`config.mk`:
```
export PLATFORM = sky130hd
export DESIGN_NAME = serial_subtractor_flat
export DESIGN_NICKNAME = d
export VERILOG_FILES = /design/src/rtl/serial_subtractor_if.sv /design/src/rtl/serial_subtractor.sv /design/src/flat_wrapper.sv
export SDC_FILE = /design/constraint.sdc
export NUM_CORES = 1
export LEC_CHECK = 0
export CORE_ASPECT_RATIO = 1.75
export CORE_MARGIN = 1.5
export CORE_UTILIZATION = 40
export CTS_BUF_LIST = sky130_fd_sc_hd__clkbuf_8
export DETAILED_ROUTE_END_ITERATION = 6
export PLACE_DENSITY = 0.64
export RECOVER_POWER = 50
export SYNTH_ARGS = -nofsm -noshare
export SYNTH_HDL_FRONTEND = slang
export SYNTH_SLANG_ARGS = --single-unit
```
`constraint.sdc`:
```
create_clock -name clk -period 2.1 [get_ports clk]
set_clock_uncertainty 0.1 [all_clocks]
set_input_delay 0.21 -clock clk [delete_from_list [all_inputs] [get_ports clk]]
set_output_delay 0.21 -clock clk [all_outputs]
set_load 0.05 [all_outputs]
```
`src/rtl/serial_subtractor_if.sv`:
```
// Handshake and result bundle for the bit-serial subtractor.
// The master drives the operands and start; the slave returns the result and status.
interface serial_subtractor_if #(
  parameter int WIDTH = 8
) ();
  logic             start;
  logic [WIDTH-1:0] a;
  logic [WIDTH-1:0] b;
  logic             bin;
  logic [WIDTH-1:0] diff;
  logic             bout;
  logic             zero;
  logic             busy;
  logic             done;

  modport master (output start, a, b, bin, input diff, bout, zero, busy, done);
  modport slave  (input start, a, b, bin, output diff, bout, zero, busy, done);
endinterface

```
`src/rtl/serial_subtractor.sv`:
```
// Bit-serial subtractor: computes a - b - bin one bit per clock, LSB first,
// and presents a registered diff/bout/zero with a one-cycle done pulse.
module serial_subtractor #(
  parameter int WIDTH = 8
) (
  input  logic                clk,
  input  logic                rst,
  serial_subtractor_if.slave  bus
);

  localparam int CW = $clog2(WIDTH);
  localparam logic [CW-1:0] LAST = CW'(WIDTH - 1);

  typedef enum logic [1:0] {IDLE, SHIFT, DONE} state_t;

  state_t           state_q, state_d;
  logic [WIDTH-1:0] a_q, b_q, res_q;
  logic [CW-1:0]    cnt_q;
  logic             br_q;

  logic             bit_d, br_d;
  logic [WIDTH-1:0] res_d;

  // One full-subtractor cell working on the current LSBs.
  assign bit_d = a_q[0] ^ b_q[0] ^ br_q;
  assign br_d  = (~a_q[0] & b_q[0]) | (~(a_q[0] ^ b_q[0]) & br_q);
  assign res_d = {bit_d, res_q[WIDTH-1:1]};

  // NOTE: sequential state uses non-blocking assignments so every register
  // samples the pre-edge values regardless of statement order.
  always_ff @(posedge clk) begin
    if (rst) state_q <= IDLE;
    else     state_q <= state_d;
  end

  // NOTE: the default assignment first keeps this block free of inferred latches.
  always_comb begin
    state_d = state_q;
    case (state_q)
      IDLE:    if (bus.start) state_d = SHIFT;
      SHIFT:   if (cnt_q == LAST) state_d = DONE;
      DONE:    state_d = IDLE;
      default: state_d = IDLE;
    endcase
  end

  always_comb begin
    bus.busy = 1'b0;
    bus.done = 1'b0;
    case (state_q)
      SHIFT:   bus.busy = 1'b1;
      DONE:    bus.done = 1'b1;
      default: ;
    endcase
  end

  // Datapath. The last SHIFT edge forwards the final bit straight into the
  // output registers so the result is visible in the DONE cycle.
  always_ff @(posedge clk) begin
    if (rst) begin
      a_q      <= '0;
      b_q      <= '0;
      res_q    <= '0;
      cnt_q    <= '0;
      br_q     <= 1'b0;
      bus.diff <= '0;
      bus.bout <= 1'b0;
      bus.zero <= 1'b1;
    end else begin
      case (state_q)
        IDLE: begin
          if (bus.start) begin
            a_q   <= bus.a;
            b_q   <= bus.b;
            br_q  <= bus.bin;
            cnt_q <= '0;
          end
        end
        SHIFT: begin
          a_q   <= a_q >> 1;
          b_q   <= b_q >> 1;
          br_q  <= br_d;
          res_q <= res_d;
          cnt_q <= cnt_q + 1'b1;
          if (cnt_q == LAST) begin
            bus.diff <= res_d;
            bus.bout <= br_d;
            bus.zero <= (res_d == '0);
          end
        end
        default: ;
      endcase
    end
  end

endmodule
```
`src/flat_wrapper.sv`:
```
// flat-port wrapper written by rule: the top's interface ports become plain ports
module serial_subtractor_flat 
#(
  parameter int WIDTH = 8
)
  (clk, rst, bus_start, bus_a, bus_b, bus_bin, bus_diff, bus_bout, bus_zero, bus_busy, bus_done);
  serial_subtractor_if #(.WIDTH(WIDTH)) bus_i ();
  input  logic clk;
  input  logic rst;
  input wire logic [$bits(bus_i.start)-1:0] bus_start;
  input wire logic [$bits(bus_i.a)-1:0] bus_a;
  input wire logic [$bits(bus_i.b)-1:0] bus_b;
  input wire logic [$bits(bus_i.bin)-1:0] bus_bin;
  output wire logic [$bits(bus_i.diff)-1:0] bus_diff;
  output wire logic [$bits(bus_i.bout)-1:0] bus_bout;
  output wire logic [$bits(bus_i.zero)-1:0] bus_zero;
  output wire logic [$bits(bus_i.busy)-1:0] bus_busy;
  output wire logic [$bits(bus_i.done)-1:0] bus_done;
  assign bus_i.start = bus_start;
  assign bus_i.a = bus_a;
  assign bus_i.b = bus_b;
  assign bus_i.bin = bus_bin;
  assign bus_diff = bus_i.diff;
  assign bus_bout = bus_i.bout;
  assign bus_zero = bus_i.zero;
  assign bus_busy = bus_i.busy;
  assign bus_done = bus_i.done;
  serial_subtractor #(.WIDTH(WIDTH)) u_core (.clk(clk), .rst(rst), .bus(bus_i));
endmodule
```
# Yosys cells after proc, flatten, opt, wreduce, memory -nomap -nowiden

Index checks and enable logic that the tools add are counted.
Widths: inputs -> output; s select.

Add/sub/neg operators: 1
Eq/ne operators: 5
Muxes and demuxes: 13
Bitwise operators: 7
Reductions and logical operators: 6

Operators by type and width:

| kind                | number |
|---|---|
| $pmux 8 s2          | 2 |
| $mux 8              | 2 |
| $logic_not 8->1     | 1 |
| $pmux 3 s2          | 1 |
| $reduce_and 2->1    | 3 |
| $mux 2              | 2 |
| $pmux 2 s2          | 1 |
| $add 3x1->3 const B | 1 |
| $eq 3x3->1 const B  | 1 |
| $mux 1              | 3 |
| $mux 3              | 1 |
| $and 1x1->1         | 2 |
| $eq 2x1->1 const B  | 1 |
| $eq 2x2->1 const B  | 1 |
| $logic_not 2->1     | 1 |
| $ne 2x1->1 const B  | 1 |
| $ne 2x2->1 const B  | 1 |
| $not 1->1           | 2 |
| $pmux 1 s2          | 1 |
| $reduce_bool 2->1   | 1 |
| $xor 1x1->1         | 2 |
| $or 1x1->1          | 1 |

Register bits: 40
Output and inout bits: 12

# Logic depth before layout (Yosys ltp)

Depth after elaboration: 5
Gate-level depth with buffers: 7
Mapped depth without buffers: 5

# Least setup slack after synthesis

No wires, ideal clock.

Kind: register -> output
From: register u_core.state_q[0]
To: output bus_done
Arrival: 1296 ps
Data required time: 1790 ps
Path slack: 494 ps
Stages on the path, launching flop included: 4
Path buffers: 2
Cell sequence: dfxtp_1 buf_2 buf_4 nor2b_1

Word-level cells in the longest chain between the ends: 2

RTL lines:

| element                  | line                    | text |
|---|---|---|
| start: declaration       | serial_subtractor.sv:16 | `state_t state_q, state_d;` |
| start signal: assignment | serial_subtractor.sv:33 | `else state_q <= state_d;` |
| $eq 2x2->1               | serial_subtractor.sv:50 | `case (state_q)` |
| $mux 1                   | serial_subtractor.sv:50 |  |
| end: declaration         | flat_wrapper.sv:18      | `output wire logic [$bits(bus_i.done)-1:0] bus_done;` |

Every way passes these cells.

# Worst setup path in the final report

From: register u_core.state_q[0]
To: output bus_busy

Word-level cells in the longest chain between the ends: 2

RTL lines:

| element          | line                    | text |
|---|---|---|
| $eq 2x1->1       | serial_subtractor.sv:50 |  |
| $mux 1           | serial_subtractor.sv:50 |  |
| end: declaration | flat_wrapper.sv:17      | `output wire logic [$bits(bus_i.busy)-1:0] bus_busy;` |

Every way passes these cells.

==> results.json <==
{
  "cts_buffer_depth": 2,
  "vdd_drop_max_uv": 502,
  "num_io_pins": 32,
  "portBuffers": 31,
  "drc_errors": 0,
  "antenna_left": 0,
  "leakagePower_nw": 0.750,
  "start_kind": "register",
  "fp.dieH_um": 87.5,
  "synth_area_leaders": "dfxtp_1 (48%), mux2i_1 (9.2%), a211oi_1 (7.4%)",
  "setup_violations": 0,
  "synth_area_leader_cell": "dfxtp_1",
  "drt_first_pass_iters": 4,
  "timing.final.crit_share_pct": 87.9,
  "regToRegSetupSlack_ps": 400,
  "rows": 30,
  "synth-seq-cells": 39,
  "ys_warn_count": 0,
  "syn_nets": 200,
  "worst_slack_ps": 253,
  "synth_seq_area_share_pct": 47.9,
  "synth_cell_types": 26,
  "start_util_pct": 41.8,
  "hold_viol_final": 0,
  "synth_area_um2": 1630,
  "critPathRequiredTime_ps": 1790,
  "worstMarginPinSlew_ps": 591,
  "syn_inst": 177,
  "setup_tns_ps": 0,
  "grt_max_degree": 40,
  "via_per_inst": 5.16,
  "drive_above_1_share_pct": 7.32,
  "worstSetupPathType": "reg -> out",
  "synthToLayoutAreaGrowth_pct": 24.5,
  "num_vias": 1305,
  "powerDensity_nw_per_um2": 746,
  "postCtsSetupRepairBufs": 0,
  "wl_per_cell_um": 12.0,
  "timing.final.crit_period_ps": 1850,
  "dp_hpwl_um": 2160,
  "cts_max_level": 2,
  "slew_headroom_pct": 60.8,
  "antenna_found_initial": 0,
  "endpoint_kind": "primary output",
  "cts-root-buf": "clkbuf_8",
  "grt_pass1_wl_um": 5200,
  "placed_cell_area_um2": 1940,
  "grtUsageTotal_pct": 15.5,
  "rsz0062_at_grt": "no",
  "seqCellArea_um2": 781,
  "pre_cts_ws_ps": 427,
  "wl_um": 3030,
  "arrival_ps": 1540,
  "syn_area_per_cell_um2": 9.21,
  "cts.reportedPaths.clkPinSlew_ps": 70,
  "drv_slew": 0,
  "p_total_mw": 1.51,
  "cts_tree": "built",
  "status": "complete, no violations",
  "die_width_um": 51.3,
  "multi_input_area_um2": 744,
  "core-area_um2": 3900,
  "grt-ovfl-total": 0,
  "first_iter_violations": 36,
  "grt_pass1_vias": 1239,
  "clk_latency_ps": 290,
  "die_area_um2": 4480,
  "final_cell_area_um2": 2030,
  "min_path_type": "reg -> reg",
  "cts.sink_count": 39,
  "ctsResizeCount": 0,
  "fillers": 391,
  "cp_max_fo": 12,
  "max_freq_ghz": 0.542,
  "synth.top_cell.area_share_pct": 47.9,
  "numCtsBuffers": 5,
  "nets": 227,
  "diodes": 0,
  "max-cap-violations": 0,
  "hold_buffers": 0,
  "place_congestion": 0.684
}
[state kept, by name, summed over array words and instances, names as in the netlist]
| signal | cells |
|---|---|
| u_core.cnt_q | 3 |
| u_core.a_q | 8 |
| u_core.br_q | 1 |
| u_core.bus.zero | 1 |
| u_core.state_q | 2 |
| u_core.bus.bout | 1 |
| u_core.res_q | 7 |
| u_core.b_q | 8 |
| u_core.bus.diff | 8 |
[stage by stage]
step / cells / hold WS (ps) / util, %
3_5_place_dp: 245 / 346 / 49.7
2_1_floorplan: 177 / 283 / -
6_report: 253 / 353 / 52.0
5_1_grt: 253 / 373 / 52.0
4_1_cts: 253 / 356 / 52.2
3_3_place_gp: 245 / 342 / 49.7
[layout make-up]
| cell class | count | share of cell area, % |
|---|---|---|
| Timing Repair Buffer | 33 | 16.1 |
| Multi-Input combinational cell | 121 | 36.7 |
| Sequential cell | 39 | 38.5 |
| Tap cell | 48 | 2.96 |
| Inverter | 4 | 0.863 |
| Clock buffer | 7 | 4.75 |
| Clock inverter | 1 | 0.185 |
[power breakdown]
part           internal [mW]  switching (mW)
combinational         0.0901          0.0857
clock                  0.295           0.245
sequential             0.774          0.0245
total                   1.16           0.355
[cell usage after synthesis (all sizes together)]
cell and count:
nand3 1, o21ai 2, a22oi 2, and3b 1, ha 2, nand4bb 2
nand2 31, buf 10, nand3b 1, fa 1, nor2b 1, o21ba 1
dfxtp 39, nor4 2, a21oi 18, nor2 21, o21bai 1, clkbuf 3
inv 4, mux2i 15, a211oi 18, nand2b 1
[final timing paths]
| path | from | endpoint | cells after the start |
|---|---|---|---|
| hold / removal | u_core.bus.diff[3] | u_core.bus.diff[3] | 2 |
| hold reg to reg | u_core.bus.diff[3] | u_core.bus.diff[3] | 2 |
| setup / recovery | u_core.state_q[0] | bus_busy | 3 |
| setup reg to reg | u_core.state_q[0] | u_core.cnt_q[1] | 4 |
[logic make-up after synthesis]
group                    count (synthesis)  share of synthesized area (%)
adder cells (fa/ha/maj)                  3                           2.76
AND/OR/NAND/NOR                         61                           16.5
buffers and inverters                   17                           6.22
flip-flops                              39                           47.9
multiplexers                            15                           9.21
AO/OA/AOI/OAI                           42                           17.4
[layout by cell type (no fill, tap or decap), types with 2 or more instances in the layout]
cell             Yosys  final
a22oi_1              2      2
clkdlybuf4s50_1      0     29
ha_1                 2      2
nand2_1             31     31
o21ai_0              2      2
inv_1                3      4
dfxtp_1             39     39
nor2_1              21     21
a211oi_1            16     16
a211oi_2             2      2
nor4_1               2      2
mux2i_1             15     15
nand4bb_1            2      2
clkbuf_8             0      7
a21oi_1             18     18
[worst max-delay path: stages, from the launching register on]
cell	delay (ps)
dfxtp_1	590
nand2b_1	300
inv_4	210
buf_12	150
[layer usage]
layer	track usage, %	up-vias	routed length [µm]
li1	-	664	-
met1	16.0	603	1240
met2	28.0	33	1600
met3	4.64	5	122
met4	7.18	0	61
met5	0	-	0
Note: power is estimated with default switching activity, not from simulation.
==> edit: new RTL, same settings <==
`WIDTH` is set to 8 in 3 places; all go to 4.
--- a/src/rtl/serial_subtractor_if.sv
+++ b/src/rtl/serial_subtractor_if.sv
@@ -1,7 +1,7 @@
 // Handshake and result bundle for the bit-serial subtractor.
 // The master drives the operands and start; the slave returns the result and status.
 interface serial_subtractor_if #(
-  parameter int WIDTH = 8
+  parameter int WIDTH = 4
 ) ();
   logic             start;
   logic [WIDTH-1:0] a;
--- a/src/rtl/serial_subtractor.sv
+++ b/src/rtl/serial_subtractor.sv
@@ -1,7 +1,7 @@
 // Bit-serial subtractor: computes a - b - bin one bit per clock, LSB first,
 // and presents a registered diff/bout/zero with a one-cycle done pulse.
 module serial_subtractor #(
-  parameter int WIDTH = 8
+  parameter int WIDTH = 4
 ) (
   input  logic                clk,
   input  logic                rst,
--- a/src/flat_wrapper.sv
+++ b/src/flat_wrapper.sv
@@ -1,7 +1,7 @@
 // flat-port wrapper written by rule: the top's interface ports become plain ports
 module serial_subtractor_flat 
 #(
-  parameter int WIDTH = 8
+  parameter int WIDTH = 4
 )
   (clk, rst, bus_start, bus_a, bus_b, bus_bin, bus_diff, bus_bout, bus_zero, bus_busy, bus_done);
   serial_subtractor_if #(.WIDTH(WIDTH)) bus_i ();
Ports: changed (resized bus_a, bus_b and bus_diff); port bits go from 32 to 20. The function was not compared with the original's and may differ.
==> edit against the unedited design <==
  * Routed wire length decreased by 40%
  * Sequential power decreased by 43%
  * Design area decreased by 41%
  * Worst setup slack improved by 0.12 ns
  * Utilization decreased by 0.67 points
  * Synthesized area decreased by 39%
  * Sequential cell count decreased by 17
  * Power decreased by 45%
==> edit: results (changes against the unedited design) <==
worst setup slack for register-to-register paths 0.42 ns (+0.02 ns); Detail Route met2 WL 876 um (-45%); CP peak stage delay 0.82 ns (+0.23 ns); beginning of the critical path u_core.bus.bout$_SDFFE_PP0P_; met1 GRT Util 18.4% (+2.4 points); worst slack on hold paths 0.390 ns (+0.0372 ns); switching pwr 0.203 mW (-43%); nets 128 (-44%); run status completed; last weighted congestion value of the routability-driven placer 0.675 (-1.2%); ratio of cells with drive above 1 in the final layout 10.7% (+3.4 points); Commonest cells post-synth 22 x sky130_fd_sc_hd__dfxtp_1, 19 x sky130_fd_sc_hd__nor2_1, 13 x sky130_fd_sc_hd__mux2i_1; placed standard-cell area 1190 sq um (-38%); Via Count 722 (-45%); synthesized netlist net count 108 (-46%); proportion of power drawn by flip-flops and latches 54.3% (+1.6 points); cell class contributing the biggest share of worst-path delay buffers and inverters; worst skew pair latency 0.25 ns (-0.04 ns); Post-Synthesis Mean Instance Area 10.6 sq um (+15%); internal power 0.631 mW (-46%); Finished Layout Cells 137 (-46%); LEAKAGE 0.491 nW (-35%); sequential element share of the synthesized area 44.1% (-3.8 points); slew at the pin with the worst max-slew slack 0.534 ns (-0.0571 ns); violation count after the first detailed-routing iteration 1 (-97%); Routed met1 length 855 um (-31%); CP Capture Point bus_bout; slowest cell on the critical path sky130_fd_sc_hd__clkdlybuf4s50_1; met3 wire len 82 um (-33%); Reg-to-Reg Start u_core.b_q[0]$_SDFFE_PP0P_; placement-stage worst setup slack 0.440 ns (+0.0123 ns); DP HPWL 1340 um (-38%); GRT Overall Usage 15.1% (-0.41 points); Routed WL per cell 13.4 um (+12%); wire length of the first global-routing pass 3090 um (-41%); maximum level of the CTS H-tree 1 (-1); WP data arrival 1.42 ns (-0.12 ns); met2 Usage GRT 23.8% (-4.2 points); number of unique standard cell types used by synthesis 27 (+3.8%); Hold Path Sink u_core.a_q[3]$_SDFFE_PP0P_; highest net fanout along the worst path 2 (-10); 1st-pass router iterations 3 (-1)
-- edit: cell count changes after synthesis, moves of 4 or more --
cell	unedited run	this run
sky130_fd_sc_hd__a211oi_1	16	0
sky130_fd_sc_hd__a21oi_1	18	4
sky130_fd_sc_hd__nand2_1	31	1
sky130_fd_sc_hd__buf_2	4	0
sky130_fd_sc_hd__a211oi_2	2	7
sky130_fd_sc_hd__dfxtp_1	39	22
-- edit: layout make-up --
type	count	area, sq um
Inverter	3	11.3
Timing Repair Buffer	22	220
Multi-Input combinational cell	62	452
Fill cell	205	1130
Clock buffer	3	41.3
Sequential cell	22	440
Tap cell	25	31.3
-- edit: kinds of logic after synthesis --
family / share of synthesized area, %
flip-flops: 44.1
buffers and inverters: 6.76
AO/OA/AOI/OAI: 16.3
multiplexers: 13.0
AND/OR/NAND/NOR: 16.6
adder cells (fa/ha/maj): 3.25
